`src/rtl/mem_stage.sv`:
```
// Memory-access stage of the RV32I pipeline: issues one data-memory access per
// load/store over a req/ack port, aligns load data and registers write-back inputs.
module mem_stage (
    input  logic        clk,
    input  logic        rst,
    input  logic        ex_valid,
    output logic        ex_ready,
    input  logic [31:0] ex_alu_result,
    input  logic [31:0] ex_store_data,
    input  logic [4:0]  ex_dest,
    input  logic        ex_reg_write,
    input  logic        ex_mem_read,
    input  logic        ex_mem_write,
    input  logic [2:0]  ex_funct3,
    input  logic        ex_is_b_type,
    input  logic        ex_is_jalr,
    output logic        dmem_req,
    output logic        dmem_we,
    output logic [31:0] dmem_addr,
    output logic [31:0] dmem_wdata,
    output logic [3:0]  dmem_be,
    input  logic [31:0] dmem_rdata,
    input  logic        dmem_ack,
    output logic        wb_enable,
    output logic [31:0] wb_data,
    output logic [4:0]  wb_dest,
    output logic        is_b_type,
    output logic        is_jalr,
    output logic        misalign
);

    typedef enum logic {IDLE, WAIT} state_t;

    state_t      state;
    logic [1:0]  lat_off;
    logic [2:0]  lat_funct3;
    logic [4:0]  lat_dest;
    logic        lat_reg_write;
    logic        lat_b_type;
    logic        lat_jalr;

    logic        is_mem;
    logic        access_ok;
    logic [3:0]  req_be;
    logic [31:0] req_wdata;
    logic [31:0] load_value;
    logic [7:0]  ld_byte;
    logic [15:0] ld_half;

    assign ex_ready = (state == IDLE);
    assign dmem_req = (state == WAIT);
    assign is_mem   = ex_mem_read | ex_mem_write;

    // Legality, byte enables and lane-replicated store data for the presented op.
    always_comb begin
        // NOTE: every combinational output gets a default first so no path leaves it unassigned (no latch).
        access_ok = 1'b0;
        req_be    = 4'b0000;
        req_wdata = ex_store_data;
        case (ex_funct3)
            3'b000, 3'b100: begin
                access_ok = (ex_funct3 == 3'b000) | ex_mem_read;
                req_be    = 4'b0001 << ex_alu_result[1:0];
                req_wdata = {4{ex_store_data[7:0]}};
            end
            3'b001, 3'b101: begin
                access_ok = ~ex_alu_result[0] & ((ex_funct3 == 3'b001) | ex_mem_read);
                req_be    = ex_alu_result[1] ? 4'b1100 : 4'b0011;
                req_wdata = {2{ex_store_data[15:0]}};
            end
            3'b010: begin
                access_ok = (ex_alu_result[1:0] == 2'b00);
                req_be    = 4'b1111;
            end
            default: access_ok = 1'b0;
        endcase
    end

    // Load alignment and extension from the latched offset and size.
    always_comb begin
        ld_byte = dmem_rdata[7:0];
        case (lat_off)
            2'd1:    ld_byte = dmem_rdata[15:8];
            2'd2:    ld_byte = dmem_rdata[23:16];
            2'd3:    ld_byte = dmem_rdata[31:24];
            default: ld_byte = dmem_rdata[7:0];
        endcase
        ld_half = lat_off[1] ? dmem_rdata[31:16] : dmem_rdata[15:0];
        case (lat_funct3)
            3'b000:  load_value = {{24{ld_byte[7]}}, ld_byte};
            3'b100:  load_value = {24'd0, ld_byte};
            3'b001:  load_value = {{16{ld_half[15]}}, ld_half};
            3'b101:  load_value = {16'd0, ld_half};
            default: load_value = dmem_rdata;
        endcase
    end

    always_ff @(posedge clk or negedge rst) begin
        if (!rst) begin
            state         <= IDLE;
            dmem_we       <= 1'b0;
            dmem_addr     <= '0;
            dmem_wdata    <= '0;
            dmem_be       <= '0;
            lat_off       <= '0;
            lat_funct3    <= '0;
            lat_dest      <= '0;
            lat_reg_write <= 1'b0;
            lat_b_type    <= 1'b0;
            lat_jalr      <= 1'b0;
            wb_enable     <= 1'b0;
            wb_data       <= '0;
            wb_dest       <= '0;
            is_b_type     <= 1'b0;
            is_jalr       <= 1'b0;
            misalign      <= 1'b0;
        end else begin
            // NOTE: sequential state uses non-blocking assignments; the defaults below form the bubble and later assignments override them.
            wb_enable <= 1'b0;
            wb_data   <= '0;
            wb_dest   <= '0;
            is_b_type <= 1'b0;
            is_jalr   <= 1'b0;
            misalign  <= 1'b0;
            case (state)
                IDLE: begin
                    if (ex_valid && !is_mem) begin
                        wb_enable <= ex_reg_write;
                        wb_data   <= ex_alu_result;
                        wb_dest   <= ex_dest;
                        is_b_type <= ex_is_b_type;
                        is_jalr   <= ex_is_jalr;
                    end else if (ex_valid && !access_ok) begin
                        misalign <= 1'b1;
                    end else if (ex_valid) begin
                        state         <= WAIT;
                        dmem_we       <= ex_mem_write;
                        dmem_addr     <= {ex_alu_result[31:2], 2'b00};
                        dmem_wdata    <= req_wdata;
                        dmem_be       <= req_be;
                        lat_off       <= ex_alu_result[1:0];
                        lat_funct3    <= ex_funct3;
                        lat_dest      <= ex_dest;
                        lat_reg_write <= ex_reg_write;
                        lat_b_type    <= ex_is_b_type;
                        lat_jalr      <= ex_is_jalr;
                    end
                end
                WAIT: begin
                    if (dmem_ack) begin
                        state     <= IDLE;
                        dmem_we   <= 1'b0;
                        wb_enable <= lat_reg_write & ~dmem_we;
                        wb_data   <= dmem_we ? 32'd0 : load_value;
                        wb_dest   <= lat_dest;
                        is_b_type <= lat_b_type;
                        is_jalr   <= lat_jalr;
                    end
                end
                default: state <= IDLE;
            endcase
        end
    end

endmodule

```
`config.mk`:
```
export PLATFORM = sky130hd
export DESIGN_NAME = mem_stage
export DESIGN_NICKNAME = d
export VERILOG_FILES = /design/src/rtl/mem_stage.sv
export SDC_FILE = /design/constraint.sdc
export NUM_CORES = 1
export LEC_CHECK = 0
export ABC_AREA = 1
export BUFFER_PORTS_ARGS = -buffer_cell sky130_fd_sc_hd__buf_4
export CELL_PAD_IN_SITES_DETAIL_PLACEMENT = 1
export CELL_PAD_IN_SITES_GLOBAL_PLACEMENT = 1
export CORE_ASPECT_RATIO = 1.25
export CORE_MARGIN = 2
export CORE_UTILIZATION = 35
export DETAILED_ROUTE_END_ITERATION = 16
export PLACE_DENSITY_LB_ADDON = 0.1
export SYNTH_ARGS = -nofsm -noshare
export SYNTH_HDL_FRONTEND = slang
export SYNTH_SLANG_ARGS = --single-unit
```
`constraint.sdc`:
```
create_clock -name clk -period 1.6 [get_ports clk]
set_clock_uncertainty 0.05 [all_clocks]
set_input_delay 0.4 -clock clk [delete_from_list [all_inputs] [get_ports clk]]
set_output_delay 0.4 -clock clk [all_outputs]
set_load 0.05 [all_outputs]
```
==> summary.txt, run 1 <==
Outcome
  • Status: complete, but fails checks
  • Failing checks: setup timing

Clock network
  • Clock sinks: 122
  • Inserted Clock Buffers: 17
  • CTS clk-pin slew, worst paths: 60 ps
  • H-tree levels: 4
  • Clock Path Buffers: 2
  • Root Buffer: clkbuf_16
  • Worst-skew pair later-pin latency: 420 ps
  • CTS tree: built

Synth
  • Synth Area in Adders: 0
  • Mapped Cells: 728
  • FF+latch count, synth: 122
  • Post-synth top area share: 0.528
  • Asr flop ratio synth: 1.00
  • Netlist cell types: 26
  • Synth Warn #: 0
  • Mapped cell area: 5780 sq um
  • Mean post-synth cell area: 7.94 sq um
  • EDFF count, synth: 0
  • Mux contribution to synthesized area: 0
  • Post-Synth XOR/XNOR Area: 0
  • Synth Area in Compound Gates: 0.116
  • Seq/Total Area, Yosys: 0.528
  • Simple-Gate Fraction of Synth Area: 0.276
  • Top cells by area, synth: dfrtp_1 (53%), nand2_1 (17%), o21ai_0 (5.8%)
  • Most used DFF post-synth: dfrtp_1
  • Largest family of logic cells by synthesized area: simple AND/OR/NAND/NOR gates
  • Largest area contributor in the netlist: dfrtp_1

Placed design
  • Detail Placement HPWL: 15.4 mm
  • Port Buffers: 222
  • Routability cong.: 0.880

Worst setup path
  • Crit Reg-Reg Endpoint: wb_data[9]
  • Crit path DAT: 1170 ps
  • CP max-delay cell: dfrtp_2
  • Reg2reg setup slack: 100 ps
  • Req. time, crit path: 1150 ps
  • Worst Path Buf+Inv: 2
  • CP max stage delay: 470 ps
  • Critical Path Fanout Max: 4
  • CP endpoint kind: primary output
  • Crit-path cells: buf_6, buf_8
  • Crit start category: register
  • Critical path's top delay family: flip-flops
  • Reg2Reg Depth: 7
  • Reg2reg start: dmem_req
  • Crit Path Class: register to primary output

GRT
  • Grt total ovfl: 0
  • Global-route met3 utilization: 0.0606
  • Total track usage: 0.236
  • First-pass GRT wire length: 32.5 mm
  • M2 GR Usage: 0.433
  • Vias in the first global route: 6,393
  • Largest net degree at the start of global routing: 54
  • GR peak layer: met2
  • Met1 global-route usage: 0.263
  • Initial antenna violation count: 0

Floorplanning
  • Die width: 119 microns
  • I/O pins: 225
  • Die area: 17,600 sq um
  • Die H: 148 microns
  • Core box area: 16,200 sq um
  • Rows: 52
  • Starting Density: 0.357

STA
  • Final slew viol count: 0
  • Hold Vio Cnt, Final: 0
  • Post-route setup slack: -22.4 ps
  • Achievable Freq: 0.616 GHz
  • Fin crit period: 1620 ps
  • Final setup viols: 1
  • RSZ-0062 raised after global routing: true
  • Final Cycle Share: 1.01

Power and ir drop
  • Clk network pwr share: 0.301
  • Total power: 12.7 mW
  • Share of power burned in registers: 0.321
  • Internal power: 7.59 mW
  • Pwr/cell area: 1500 nW/um^2
  • Net Sw Frac: 0.402
  • Sw Pwr: 5.11 mW
  • Comb pwr share: 0.378
  • P_leak: 4.64 nW
  • Maximum vdd drop: 0.708 mV

Drt
  • Post-route DRC: 0
  • Initial DRC Count: 209
  • DR vias: 5,849
  • Vias per cell: 4.90
  • DRT Pass-1 Iters: 4
  • WL per Instance: 17.2 microns
  • Total length of routed wires: 20.5 mm
  • Antenna viol nets, final: 0

Layout
  • # diodes: 0
  • Commonest non-fill, non-tap cell in the layout: nand2_1
  • Commonest cells after routing, fill and taps aside: nand2_1 (255), buf_4 (253), dfrtp_1 (120), o21ai_0 (67), nand3_1 (58)
  • Core Util, Final: 0.522
  • Fraction of layout cells with a size suffix above 1: 0.316
  • Layout Nets: 1,081
  • Synthesis-to-layout area growth: 46.3%

Worst hold path
  • Min-Delay Path Class: input pin to register
  • Hold depth: 3
  • Hold endpoint: wb_data[30]
  • Hold_sp: ex_alu_result[30]

Job
  • Max-cap viol count: 0
## routing by layer
metal,share of wire,up-vias
li1,-,2793
met1,0.39,2849
met2,0.53,178
met3,0.059,29
met4,0.021,0
met5,0,-
## worst reg2reg max path: cells and delay by family, from the launching register on
kind	cells	cell delay (ps)
compound gates	1	130
buf+inv	2	300
flops	1	460
simple gates	4	500
## cells in the mapped netlist, types with 6 or more instances
library cell  number
nand2_1          256
dfrtp_1          122
o21ai_0           67
nand3_1           58
a21oi_1           47
inv_1             47
nor2_1            46
buf_2             19
o21ai_1           10
clkbuf_1           8
buf_4              7
buf_6              6
nand3b_1           6
## cell families after synthesis
| family | Yosys count |
|---|---|
| AND/OR/NAND/NOR | 379 |
| AO/OA/AOI/OAI | 131 |
| flip-flops | 122 |
| buffers and inverters | 95 |
| other | 1 |
## registers in the layout (all words and copies together) (netlist names)
name / cells
wb_dest: 5
lat_b_type: 1
wb_enable: 1
lat_jalr: 1
dmem_addr: 30
is_b_type: 1
dmem_wdata: 32
misalign: 1
dmem_we: 1
wb_data: 32
is_jalr: 1
lat_reg_write: 1
dmem_be: 4
lat_dest: 5
lat_funct3: 3
dmem_req: 1
lat_off: 2
## power by group through the flow
stage / Sequential, mW / Clock, mW / Combinational [mW]
floorplan: 5.85 / 0 / 1.27
global placement: 4.08 / 0 / 4.69
detailed placement: 4.11 / 0 / 4.80
CTS: 4.07 / 3.89 / 4.84
global route: 4.15 / 4.02 / 5.13
finish: 4.07 / 3.82 / 4.80
## per-stage QoR
stage / cell area [sq um] / std cells / setup slack, ps / hold WS (ps) / setup TNS (ps)
2_1_floorplan: 5800 / 729 / 16.9 / 54.4 / 0
3_3_place_gp: 7810 / 1159 / 60.2 / 277 / 0
3_5_place_dp: 7810 / 1159 / -37.9 / 288 / -274
4_1_cts: 8430 / 1191 / -46.2 / 131 / -46.2
5_1_grt: 8460 / 1194 / -43.9 / 136 / -45.7
6_report: 8460 / 1194 / -22.4 / 143 / -22.4
## repair_timing
item,4_1_cts,5_1_grt
setup endpoints to repair,4,23
setup buffers,2,3
hold buffers,1,0
pin swaps,0,1
gates resized for setup,6,1
endpoints found under the hold margin,17,0
## area by class of cell
| cell class | count | area (sq um) |
|---|---|---|
| fill | 1962 | 7740 |
| sequential | 122 | 3060 |
| multi-input combinational | 512 | 2270 |
| timing repair buffer | 263 | 2070 |
| clock buffer | 22 | 484 |
| tap | 216 | 270 |
| inverter | 52 | 208 |
| clock inverter | 7 | 92.6 |
## how the worst max path moves through the flow
stage                                 from  cells after the start             end
after floorplan                   dmem_req                      9   dmem_addr[10]
after global placement        ex_funct3[0]                      6  dmem_wdata[11]
after detailed placement  ex_alu_result[0]                      7   dmem_addr[17]
after CTS                         dmem_req                      2        dmem_req
after global routing              dmem_req                      2        dmem_req
final                             dmem_req                      2        dmem_req
(Power assumes the default switching activity.)
==> run 2: changes to the inputs <==
Settings changed: CORE_ASPECT_RATIO 1.25 to not set, SETUP_SLACK_MARGIN set to 0.15.
==> summary.txt, run 2 (same netlist as run 1, synthesis figures left out) <==
Outcome
  • Status: finished, final reports clean

Power and ir drop
  • Share of power burned in registers: 0.307
  • Comb pwr share: 0.391
  • Pwr/cell area: 1500 nW/um^2
  • Maximum vdd drop: 0.807 mV
  • Net Sw Frac: 0.392
  • P_leak: 4.84 nW
  • Total power: 13.5 mW
  • Clk network pwr share: 0.302
  • Internal power: 8.22 mW
  • Sw Pwr: 5.30 mW

Drt
  • DR vias: 5,935
  • WL per Instance: 17.7 microns
  • Antenna viol nets, final: 0
  • DRT Pass-1 Iters: 4
  • Initial DRC Count: 288
  • Post-route DRC: 0
  • Total length of routed wires: 21.4 mm
  • Vias per cell: 4.91

Clock network
  • Clock sinks: 122
  • Worst-skew pair later-pin latency: 420 ps
  • Clock Path Buffers: 2
  • Root Buffer: clkbuf_16
  • CTS tree: built
  • Inserted Clock Buffers: 17
  • H-tree levels: 4
  • CTS clk-pin slew, worst paths: 60 ps

STA
  • Final TNS setup: 0 ps
  • Hold Vio Cnt, Final: 0
  • Final setup viols: 0
  • Minimum hold slack: 150 ps
  • Fin crit period: 1540 ps
  • Achievable Freq: 0.648 GHz
  • Final Cycle Share: 0.965
  • Final slew viol count: 0
  • RSZ-0062 raised after global routing: true
  • Post-route setup slack: 56.6 ps

Placed design
  • Detail Placement HPWL: 15.1 mm
  • Placed Instances: 1,155
  • Pre-CTS setup slack: -39.2 ps
  • Port Buffers: 222
  • Post-place instance area: 7800 sq um
  • Routability cong.: 0.921

Floorplanning
  • Core box area: 16,000 sq um
  • Rows: 46
  • I/O pins: 225
  • Die H: 132 microns
  • Die area: 17,600 sq um
  • Die width: 132 microns
  • Starting Density: 0.361

Worst hold path
  • Hold endpoint: wb_data[10]
  • Min-Delay Path Class: input pin to register
  • Hold depth: 3
  • Hold_sp: ex_alu_result[10]

Worst setup path
  • CP max-delay cell: dfrtp_2
  • Req. time, crit path: 1150 ps
  • Worst Path Buf+Inv: 1
  • Crit start category: register
  • Crit-path cells: buf_4
  • Critical path's top delay family: flip-flops
  • Reg2reg start: dmem_req
  • Crit Reg-Reg Endpoint: lat_dest[2]
  • Critical Path Fanout Max: 4
  • Reg2reg setup slack: 90 ps
  • Crit. Startpoint: dmem_req
  • CP endpoint kind: primary output
  • CP max stage delay: 450 ps
  • Crit Path Class: register to primary output
  • Crit path DAT: 1090 ps
  • Reg2Reg Depth: 8

Layout
  • Post-Layout Cell Count: 1,208
  • Multi-input gate area: 2310 sq um
  • Design area: 8990 sq um
  • Core Util, Final: 0.562
  • Commonest non-fill, non-tap cell in the layout: nand2_1
  • Layout Nets: 1,092
  • # diodes: 0
  • Fraction of layout cells with a size suffix above 1: 0.333
  • Fillers: 1,960
  • Sequential cell area: 3060 sq um
  • Synthesis-to-layout area growth: 55.7%
  • Top Registers: dmem_wdata x32, wb_data x32, dmem_addr x30
  • Commonest cells after routing, fill and taps aside: nand2_1 (254), buf_4 (179), dfrtp_1 (118), buf_6 (83), o21ai_0 (62)

GRT
  • Grt total ovfl: 0
  • Initial antenna violation count: 0
  • Largest net degree at the start of global routing: 59
  • Total track usage: 0.243
  • Vias in the first global route: 6,525
  • First-pass GRT wire length: 33.7 mm

Job
  • Max-cap viol count: 0
## run 2: changes by cell type in the layout (fill, tap and decap cells not counted), sizes merged
cell      previous run  this run
buf                262       270
clkinvlp             3         2
clkbuf              22        23
clkinv               3         7
bufinv               2         4
## run 2: power by group through the flow
stage | registers, mW | logic (mW) | clock network, mW
after global routing | 4.23 | 5.63 | 4.30
after CTS | 4.14 | 5.09 | 4.15
after floorplan | 5.85 | 1.28 | 0
final | 4.15 | 5.28 | 4.08
after detailed placement | 4.11 | 4.74 | 0
after global placement | 4.08 | 4.63 | 0
## run 2: layout make-up
| class | instances | area share |
|---|---|---|
| flip-flops and latches | 122 | 0.340 |
| repair buffers | 274 | 0.281 |
| multi-input cells | 512 | 0.257 |
| clock buffers | 20 | 0.0497 |
| well taps | 216 | 0.0300 |
| inverters | 52 | 0.0234 |
| clock inverters | 12 | 0.0192 |
## run 2: metal layers
| layer | global-route usage | wire, microns | vias to the layer above |
|---|---|---|---|
| met2 | 0.433 | 11200 | 184 |
| met3 | 0.0709 | 1340 | 41 |
| met4 | 0.0938 | 510 | 0 |
| met1 | 0.273 | 8350 | 2877 |
| li1 | - | - | 2833 |
| met5 | 0 | 0 | - |
## run 2: worst max path at each step
stage / to / cells past startpoint
3_5_place_dp: dmem_wdata[13] / 6
6_report: dmem_req / 1
2_1_floorplan: dmem_addr[10] / 9
4_1_cts: ex_ready / 2
5_1_grt: lat_dest[1] / 7
3_3_place_gp: dmem_be[3] / 7
## run 2: worst min-delay path, stage by stage
cell     delay, ps
buf_4           90
nand2_1         40
nand2_1         50
## run 2: what timing repair did
action	CTS	global route
cloned	0	3
setup endpoints to repair	117	91
resized for setup	67	32
setup buffers	3	14
hold buffers	1	0
hold endpoints to repair	10	0
pin swaps	1	2
==> run 3: changes to the inputs <==
Settings changed: ABC_AREA 1 to 0, CORE_UTILIZATION 35 to 37, HOLD_SLACK_MARGIN set to 0.02.
==> summary.txt, run 3 <==
Synth
  • Most used DFF post-synth: dfrtp_1
  • Post-synth top area share: 0.555
  • Mapped Cells: 431
  • Commonest cells post-synth: dfrtp_1 (122), mux2_2 (76), o21ai_0 (35)
  • Asr flop ratio synth: 1.00
  • Netlist cell types: 37
  • Synth Area in Compound Gates: 0.126
  • Post-Synth XOR/XNOR Area: 0
  • FF+latch count, synth: 122
  • Largest area contributor in the netlist: dfrtp_1
  • Mapped cell area: 5500 sq um
  • Synth Warn #: 0
  • EDFF count, synth: 0
  • Mux contribution to synthesized area: 0.226
  • Seq/Total Area, Yosys: 0.555
  • Mean post-synth cell area: 12.8 sq um
  • Top cells by area, synth: dfrtp_1 (56%), mux2_2 (16%), mux2_1 (5.5%)
  • Synth Area in Adders: 0
  • Largest family of logic cells by synthesized area: multiplexers
  • Count leader, synth: dfrtp_1
  • Simple-Gate Fraction of Synth Area: 0.0621

Worst setup path
  • Reg2reg setup slack: -160 ps
  • Reg2Reg Depth: 7
  • Worst setup endpoint: wb_data[28]
  • CP endpoint kind: register
  • Crit Path Class: register to register
  • Reg2reg start: dmem_req
  • Crit Reg-Reg Endpoint: wb_data[28]
  • Critical Path Fanout Max: 16
  • Req. time, crit path: 1850 ps
  • Crit path DAT: 2010 ps
  • Crit. Startpoint: dmem_req
  • Crit start category: register

Power and ir drop
  • Comb pwr share: 0.459
  • Total power: 15.5 mW
  • Net Sw Frac: 0.385
  • Pwr/cell area: 1550 nW/um^2
  • Clk network pwr share: 0.259
  • Maximum vdd drop: 0.880 mV
  • Internal power: 9.52 mW
  • Share of power burned in registers: 0.282
  • P_leak: 4.81 nW
  • Sw Pwr: 5.97 mW

Floorplanning
  • Rows: 44
  • Starting Density: 0.378
  • Die area: 15,800 sq um
  • Die width: 126 microns
  • Core box area: 14,500 sq um
  • I/O pins: 225
  • Die H: 126 microns

STA
  • Final TNS setup: -7970 ps
  • Final slew viol count: 0
  • RSZ-0062 raised after global routing: true
  • Achievable Freq: 0.568 GHz
  • Final Cycle Share: 1.10
  • Final setup viols: 108
  • Fin crit period: 1760 ps
  • Post-route setup slack: -162 ps
  • Hold Vio Cnt, Final: 0

Drt
  • Initial DRC Count: 285
  • Antenna viol nets, final: 0
  • WL per Instance: 23.6 microns
  • Post-route DRC: 0
  • DR vias: 5,091
  • Total length of routed wires: 22.3 mm
  • DRT Pass-1 Iters: 4
  • Vias per cell: 5.38

Outcome
  • Failing checks: setup timing
  • Status: complete, but fails checks

GRT
  • Total track usage: 0.254
  • Initial antenna violation count: 0
  • First-pass GRT wire length: 31.0 mm
  • Global-route met3 utilization: 0.0867
  • Met1 global-route usage: 0.308
  • GR peak layer: met2
  • Vias in the first global route: 5,383
  • Largest net degree at the start of global routing: 56
  • Grt total ovfl: 0
  • M2 GR Usage: 0.427

Layout
  • Layout Nets: 862
  • Commonest cells after routing, fill and taps aside: buf_4 (198), dfrtp_1 (118), buf_6 (107), mux2_4 (84), clkbuf_16 (19)
  • Post-Layout Cell Count: 946
  • Top Registers: dmem_wdata x32, wb_data x32, dmem_addr x30
  • # diodes: 0
  • Synthesis-to-layout area growth: 81.3%
  • Commonest non-fill, non-tap cell in the layout: buf_4
  • Fraction of layout cells with a size suffix above 1: 0.689

Placed design
  • Detail Placement HPWL: 12.8 mm
  • Placed Instances: 856
  • Routability cong.: 0.782
  • Port Buffers: 222

Worst hold path
  • Hold_sp: ex_dest[3]
  • Min-Delay Path Class: input pin to register

Clock network
  • CTS clk-pin slew, worst paths: 60 ps
  • CTS tree: built
  • Clock Path Buffers: 2
  • H-tree levels: 4
  • Root Buffer: clkbuf_16
  • Inserted Clock Buffers: 17
  • Clock sinks: 122
  • Worst-skew pair later-pin latency: 420 ps

Job
  • Max-cap viol count: 0
[run 3: changes by cell type in the layout (fill, tap and decap cells not counted), sizes merged, moves of 9 or more]
cell    previous run  this run
mux2               0       103
nand2b             0        10
nand3             60         6
a22o               0         9
nand2            261        22
nor2              50        12
o21ai             77        35
inv               51         6
buf              270       325
a21oi             47        15
a221o              0        16
[run 3: worst max-delay path, stage by stage (launching register included)]
cell and delay, ps:
dfrtp_2 440, buf_4 170, and2_4 180, nand2_4 80, buf_4 130, nor2_4 40
buf_12 150, a221o_2 400
[run 3: repair_timing]
item / 4_1_cts / 5_1_grt
hold buffers: 1 / 0
setup endpoints to repair: 187 / 210
gates cloned: 5 / 2
gates resized for setup: 145 / 45
endpoints found under the hold margin: 16 / 0
pin swaps: 19 / 21
buffers inserted: 18 / 32
[run 3: worst min path at each step]
stage | endpoint | slack [ps] | cells past startpoint
finish | wb_dest[3] | 160 | 2
detailed placement | lat_jalr | 250 | 1
floorplan | dmem_addr[10] | 50 | 0
global placement | lat_jalr | 250 | 1
global route | wb_dest[4] | 150 | 2
CTS | wb_dest[3] | 140 | 2
[run 3: per-layer routing]
layer / up-vias / part of all wire
met2: 242 / 0.52
met1: 2586 / 0.38
met5: - / 0
met3: 60 / 0.071
met4: 0 / 0.031
li1: 2203 / -
[run 3: logic make-up after synthesis]
family,after synthesis
AO/OA/AOI/OAI,93
other,1
flip-flops,122
buffers and inverters,35
AND/OR/NAND/NOR,69
multiplexers,111
[run 3: power by group through the flow]
stage	clock [mW]	sequential, mW	combinational (mW)
after floorplan	0	6.30	1.70
after global placement	0	4.22	5.63
after detailed placement	0	4.25	5.72
after CTS	4.05	4.34	6.50
after global routing	4.19	4.44	7.40
final	4.02	4.37	7.11
[run 3: area by class of cell]
| class | instances | area, sq um |
|---|---|---|
| Sequential cell | 122 | 3060 |
| Multi-Input combinational cell | 275 | 2830 |
| Clock buffer | 18 | 439 |
| Inverter | 4 | 15.0 |
| Tap cell | 184 | 230 |
| Timing Repair Buffer | 329 | 3230 |
| Clock inverter | 14 | 170 |
| Fill cell | 1381 | 4570 |
[run 3: per-stage QoR]
stage | utilization | cell area (sq um) | worst slack [ps] | hold WS [ps]
after CTS | 0.652 | 9470 | -101 | 141
after global routing | 0.686 | 9970 | -183 | 151
after floorplan | - | 5990 | -143 | 54.4
after detailed placement | 0.553 | 8030 | -477 | 249
after global placement | 0.553 | 8030 | -419 | 250
final | 0.686 | 9970 | -162 | 160
